--- src/rtl/clk_gate_ctrl.sv ---
`default_nettype none
// ============================================================================
// Module      : clk_gate_ctrl
// Description : Idle-driven clock-gating controller. Watches request and
//               activity signals, counts idle cycles and drops the ICG enable
//               once the idle threshold is reached. On a new request it
//               re-enables the clock and waits WAKE_CYC cycles before
//               acknowledging that the gated clock is stable.
//
// Ports
//   clk        in   free-running ungated clock
//   rst_n      in   asynchronous active-low reset
//   req        in   client requests the gated clock
//   busy       in   gated-domain activity (meaningful only while clock runs)
//   force_on   in   keep the clock enabled regardless of idle state
//   idle_thr   in   idle cycles tolerated before gating (IDLE_W bits)
//   stat_clr   in   synchronous clear of the gated-cycle statistic
//   gate_en    out  registered enable for the downstream ICG E pin
//   ack        out  gated clock stable and usable
//   state_o    out  current state: RUN=0, COUNT=1, OFF=2, WAKE=3
//   gated_cyc  out  number of cycles spent in OFF
//
// Build option
//   CLK_GATE_STAT_EN : when defined, gated_cyc is a saturating 32-bit
//                      counter; when undefined, gated_cyc is tied to 0 and
//                      stat_clr is ignored.
//
// Revision    : 1.0  initial release
// ============================================================================
module clk_gate_ctrl #(
    parameter int IDLE_W   = 8,
    parameter int WAKE_CYC = 4     // legal range 1..255
) (
    input  logic              clk,
    input  logic              rst_n,
    input  logic              req,
    input  logic              busy,
    input  logic              force_on,
    input  logic [IDLE_W-1:0] idle_thr,
    input  logic              stat_clr,
    output logic              gate_en,
    output logic              ack,
    output logic [1:0]        state_o,
    output logic [31:0]       gated_cyc
);

    // Shared idle / wake counter; at least 8 bits so any legal WAKE_CYC fits.
    localparam int CNT_W = (IDLE_W > 8) ? IDLE_W : 8;
    localparam logic [CNT_W-1:0] WAKE_LAST = CNT_W'(WAKE_CYC - 1);
    localparam logic [CNT_W-1:0] CNT_MAX   = '1;

    typedef enum logic [1:0] {
        RUN   = 2'd0,
        COUNT = 2'd1,
        OFF   = 2'd2,
        WAKE  = 2'd3
    } state_t;

    state_t           state;
    logic [CNT_W-1:0] cnt;

    logic             activity;
    logic             wake_trigger;
    logic [CNT_W-1:0] thr_ext;

    // busy is not part of the wake trigger: with the clock stopped it is stale.
    assign activity     = req | busy | force_on;
    assign wake_trigger = req | force_on;
    assign thr_ext      = CNT_W'(idle_thr);

    // gate_en and ack are written alongside every state change so they are
    // plain flops with no input-to-output combinational path.
    always_ff @(posedge clk or negedge rst_n) begin
        if (!rst_n) begin
            state   <= WAKE;
            cnt     <= '0;
            gate_en <= 1'b1;
            ack     <= 1'b0;
        end else begin
            case (state)
                RUN: begin
                    if (!activity) begin
                        state <= COUNT;
                        cnt   <= '0;
                    end
                end
                COUNT: begin
                    // Activity is checked first so it wins over a threshold
                    // hit in the same cycle.
                    if (activity) begin
                        state <= RUN;
                        cnt   <= '0;
                    end else if (cnt >= thr_ext) begin
                        state   <= OFF;
                        gate_en <= 1'b0;
                        ack     <= 1'b0;
                    end else if (cnt != CNT_MAX) begin
                        cnt <= cnt + CNT_W'(1);
                    end
                end
                OFF: begin
                    if (wake_trigger) begin
                        state   <= WAKE;
                        cnt     <= '0;
                        gate_en <= 1'b1;
                    end
                end
                WAKE: begin
                    // Not abortable: always runs to completion.
                    if (cnt == WAKE_LAST) begin
                        state <= RUN;
                        ack   <= 1'b1;
                    end else begin
                        cnt <= cnt + CNT_W'(1);
                    end
                end
                default: begin
                    state   <= WAKE;
                    cnt     <= '0;
                    gate_en <= 1'b1;
                    ack     <= 1'b0;
                end
            endcase
        end
    end

    assign state_o = state;

`ifdef CLK_GATE_STAT_EN
    logic [31:0] gated_cnt;

    always_ff @(posedge clk or negedge rst_n) begin
        if (!rst_n) begin
            gated_cnt <= '0;
        end else if (stat_clr) begin
            gated_cnt <= '0;
        end else if ((state == OFF) && (gated_cnt != 32'hFFFF_FFFF)) begin
            gated_cnt <= gated_cnt + 32'd1;
        end
    end

    assign gated_cyc = gated_cnt;
`else
    logic unused_stat_clr;

    assign unused_stat_clr = stat_clr;
    assign gated_cyc       = '0;
`endif

endmodule
`default_nettype wire

--- config.mk ---
export PLATFORM = sky130hd
export DESIGN_NAME = clk_gate_ctrl
export DESIGN_NICKNAME = d
export VERILOG_FILES = /design/src/rtl/clk_gate_ctrl.sv
export SDC_FILE = /design/constraint.sdc
export NUM_CORES = 1
export LEC_CHECK = 0
export CORE_MARGIN = 4
export CORE_UTILIZATION = 42
export DETAILED_ROUTE_END_ITERATION = 6
export GPL_TIMING_DRIVEN = 0
export PLACE_DENSITY = 0.79
export SYNTH_ARGS = -nofsm -noshare
export SYNTH_HDL_FRONTEND = slang
export SYNTH_SLANG_ARGS = --single-unit
--- constraint.sdc ---
create_clock -name clk -period 2.39 [get_ports clk]
set_input_delay 0.5975 -clock clk [delete_from_list [all_inputs] [get_ports clk]]
set_output_delay 0.5975 -clock clk [all_outputs]
set_load 0.03 [all_outputs]
# Word level (Yosys, flattened, before mapping)
# Cells that the tools add are included.
# totals
reg_bits	12
inputBits	14
output_inout_bits	36
elab_cells	49
# op_classes
add_sub_neg	1
n_lt_le_gt_ge	1
n_eq_ne	14
muxes	19
bitwise	3
n_reduce_logical	7
# op_table
op	count
$mux 8	6
$pmux 8 s4	1
$ne 2x2->1 const B	6
$reduce_and 4->1	3
$mux 2	5
$ne 3x3->1 const B	3
$add 8x1->8 const B	1
$eq 8x2->1 const B	1
$ge 8x8->1	1
$ne 8x8->1 const B	1
$pmux 2 s4	1
$reduce_and 5->1	1
$eq 2x2->1 const B	2
$mux 1	4
$pmux 1 s2	2
$reduce_bool 2->1	2
$or 1x1->1	3
$eq 2x1->1 const B	1
$logic_not 2->1	1

# Logic depth before layout (Yosys ltp)
# depth
ltp_word	5
ltp_mapped	8
ltp_nobuf	8

# Worst setup path after synthesis
# OpenSTA, ideal clock, no wires.
# synth_path
kind	in2reg
startpoint	input port idle_thr[7]
endpoint	register cnt[2]
t_arrival_ns	2.123
required_ns	2.272
slack_ns	0.148
stages	8
path_buffers	0
path_cell_list	inv_1 -> ha_1 -> a21oi_1 -> o21ai_0 -> a211oi_2 -> nand2_2 -> or3_1 -> a21o_1
# synth_via
elab_chain_len	3
# synth_lines
element	line	source
start, declared	39	input logic [IDLE_W-1:0] idle_thr,
$ge 8x8->1	93	end else if (cnt >= thr_ext) begin
$ne 3x3->1 (no source line)	n/a	
$reduce_and 5->1 (no source line)	n/a	
end signal, assigned	98	cnt <= cnt + CNT_W'(1);
end signal, assigned	114	cnt <= cnt + CNT_W'(1);
end, declared	60	logic [CNT_W-1:0] cnt;
# No other way between the ends.
# A chain may end at the register's enable or synchronous reset.

# Final worst setup path
# layout_path
startpoint	input port idle_thr[4]
endpoint	register cnt[4]
# The elaborated chain is that of the path after synthesis.

==> impl_metrics.ini <==
[yosys]
yosysMostFrequentCell = buf_4
synth_area_sq_um = 1170
yosys.area.top_type_share = 0.205
yosys_warnings = 0
synth_ff_type = dfrtp_1
synth_edf_count = 0
syn_inst = 140
synthArstFlopShare = 1.00
synth_area_leader_cell = buf_4
ys_ff_latch = 12
synth_area_per_cell_sq_um = 8.37
ys_types = 39
synth.area.top_cells = buf_4 (21%), dfrtp_1 (19%), ha_1 (9.6%)
synth_commonest_cells = buf_4 (32), inv_1 (13), o21ai_0 (12)
ys_seq_area_frac = 0.260

[sta]
slew_viol_final = 0
setup_viol = 0
fin_ws_ns = 0.0249
finalHoldViolCount = 0
finClkSkew_ns = 0.0187
clock.fmax_mhz = 423
relSlewSlack = 0.627
layout_min_cycle_time_ns = 2.37
tightest_slew_ns = 0.558
period_share = 0.990

[floorplan]
start_util = 0.456
rows = 18
io_pins = 50
die_w_um = 60.8
die_area_sq_um = 3700
die_y_um = 60.8
core_area_sq_um = 2570

[global_routing]
grt_pass1_vias = 936
grt_usage = 0.140
overflow = 0
grt_max_degree = 13
grt_pass1_wl_um = 3910
antenna_found_initial = 0

[clock_network]
cts_root_buf = clkbuf_4
cts.path.max_buffers = 2
cts_tree = done
cts_buffers = 3
clkLatencyLatePin_ns = 0.29
ctsHtreeMaxLevel = 1
clk_pin_slew_ns = 0.09
cts_sinks = 12

[setup_path]
crit_fanout = 4
worst_ep_arrival_time_ns = 2.58
crit_required_ns = 2.61
cp-start-kind = input pin
endpoint_kind = register
path_class = input pin to register

[layout]
nets = 221
multi_input_area_sq_um = 823
layout-drive-gt1-share = 0.371
nFillCells = 210
diodes = 0
seqCellArea_sq_um = 304
syn_to_final_growth_pct = 44.6

[route]
via_count = 1055
dr.pass1.iters = 4
wl_um = 2720
ant_nets = 0
viasPerCell = 4.65
drt_iter0_drc = 16
drc = 0
wl_per_cell_um = 12.0

[power_and_ir_drop]
peakVddDrop_mv = 0.302
power_per_cell_area_nw_per_um2 = 426
finalPower_mw = 0.720
p_leak_nw = 0.864

[run_status]
status = completed

[place]
hpwl_um = 2050
port_buffers = 16
dpl_worst_slack_ns = -0.548
gp_congestion = 0.818

[worst_hold_path]
hold_path.class = register to register

[flow_run]
drv_cap = 0
through the flow:
step                      instances  utilization  TNS, ns  hold slack [ns]  cell area (sq um)
after floorplan                 171            -        0            0.302               1290
after global placement          217        0.578    -2.38            0.477               1490
after detailed placement        217        0.578    -3.14            0.498               1490
after CTS                       224        0.612        0            0.514               1570
after global routing            227        0.659  -0.0307            0.549               1690
final                           227        0.659        0            0.502               1690
power by group:
part / internal (mW) / leakage [nW] / switching, mW
Sequential: 0.224 / 0.152 / 0.0229
Combinational: 0.145 / 0.697 / 0.192
Clock: 0.0648 / 0.0150 / 0.0722
cells in the final DEF (no fill, tap or decap), types with 2 or more instances in the layout:
master / count
dfrtp_1: 9
a211oi_2: 2
o21ai_2: 2
and3_1: 2
nand2_1: 7
dlymetal6s2s_1: 3
ha_4: 4
inv_1: 11
a21oi_4: 2
nand2_2: 2
nand3_1: 2
nor3_1: 5
ha_1: 4
o21ai_0: 10
nand2b_1: 3
or4_4: 2
clkbuf_4: 3
buf_4: 38
dfstp_2: 3
conb_1: 32
nor2_1: 8
o21a_1: 2
nand4_1: 2
inv_2: 2
clkdlybuf4s50_1: 13
nor4_4: 2
worst max-delay path, stage by stage:
cell             delay (ns)
clkdlybuf4s50_1        0.45
inv_1                  0.04
ha_2                   0.19
a21oi_4                0.17
o21ai_4                0.07
a211oi_2               0.32
nand2_2                0.14
or4_4                  0.53
o211ai_2               0.07
path summary, 6_finish.rpt:
path	endpoint	from	slack, ns	depth (start not counted)
setup / recovery	cnt[4]$_DFFE_PN0P_	idle_thr[4]	0.02	9
hold / removal	gate_en$_DFFE_PN1P_	gate_en$_DFFE_PN1P_	0.50	2
setup reg to reg	cnt[4]$_DFFE_PN0P_	cnt[7]$_DFFE_PN0P_	0.25	7
hold reg to reg	gate_en$_DFFE_PN1P_	gate_en$_DFFE_PN1P_	0.50	2
max in group asynchronous	gate_en$_DFFE_PN1P_	rst_n	1.33	1
min in group asynchronous	cnt[6]$_DFFE_PN0P_	rst_n	0.66	1
sequential cells by signal, indices dropped and copies added, names as in the netlist, named ones only:
name     cells
gate_en      1
cnt          8
state_o      1
ack          1
area by class of cell:
cell class / instances / area share
buffer: 32 / 0.142
clock buffer: 4 / 0.0155
multi-input combinational: 114 / 0.486
sequential: 12 / 0.180
inverter: 13 / 0.0288
tap: 30 / 0.0222
timing repair buffer: 22 / 0.126
logic make-up (layout without fill, tap and decap cells):
group,Yosys count,after routing,share of synthesized area
other cells,1,32,0.00320
compound gates,29,29,0.174
simple gates,44,44,0.220
buf+inv,45,71,0.247
fa+ha+maj,9,9,0.0962
flops,12,12,0.260
metal layers:
metal | GRT usage | vias to the layer above | share of wire
met5 | 0 | - | 0
met2 | 0.267 | 32 | 0.53
li1 | - | 535 | -
met3 | 0.0319 | 4 | 0.056
met4 | 0.0310 | 0 | 0.015
met1 | 0.156 | 484 | 0.40
timing repair:
action / in CTS / in global routing
resized for setup: 6 / 21
pin swaps: 3 / 13
endpoints found under the setup margin: 2 / 7
buffers inserted: 3 / 3
hold buffers: 0 / 0
Note: power is estimated with default switching activity, not from simulation.
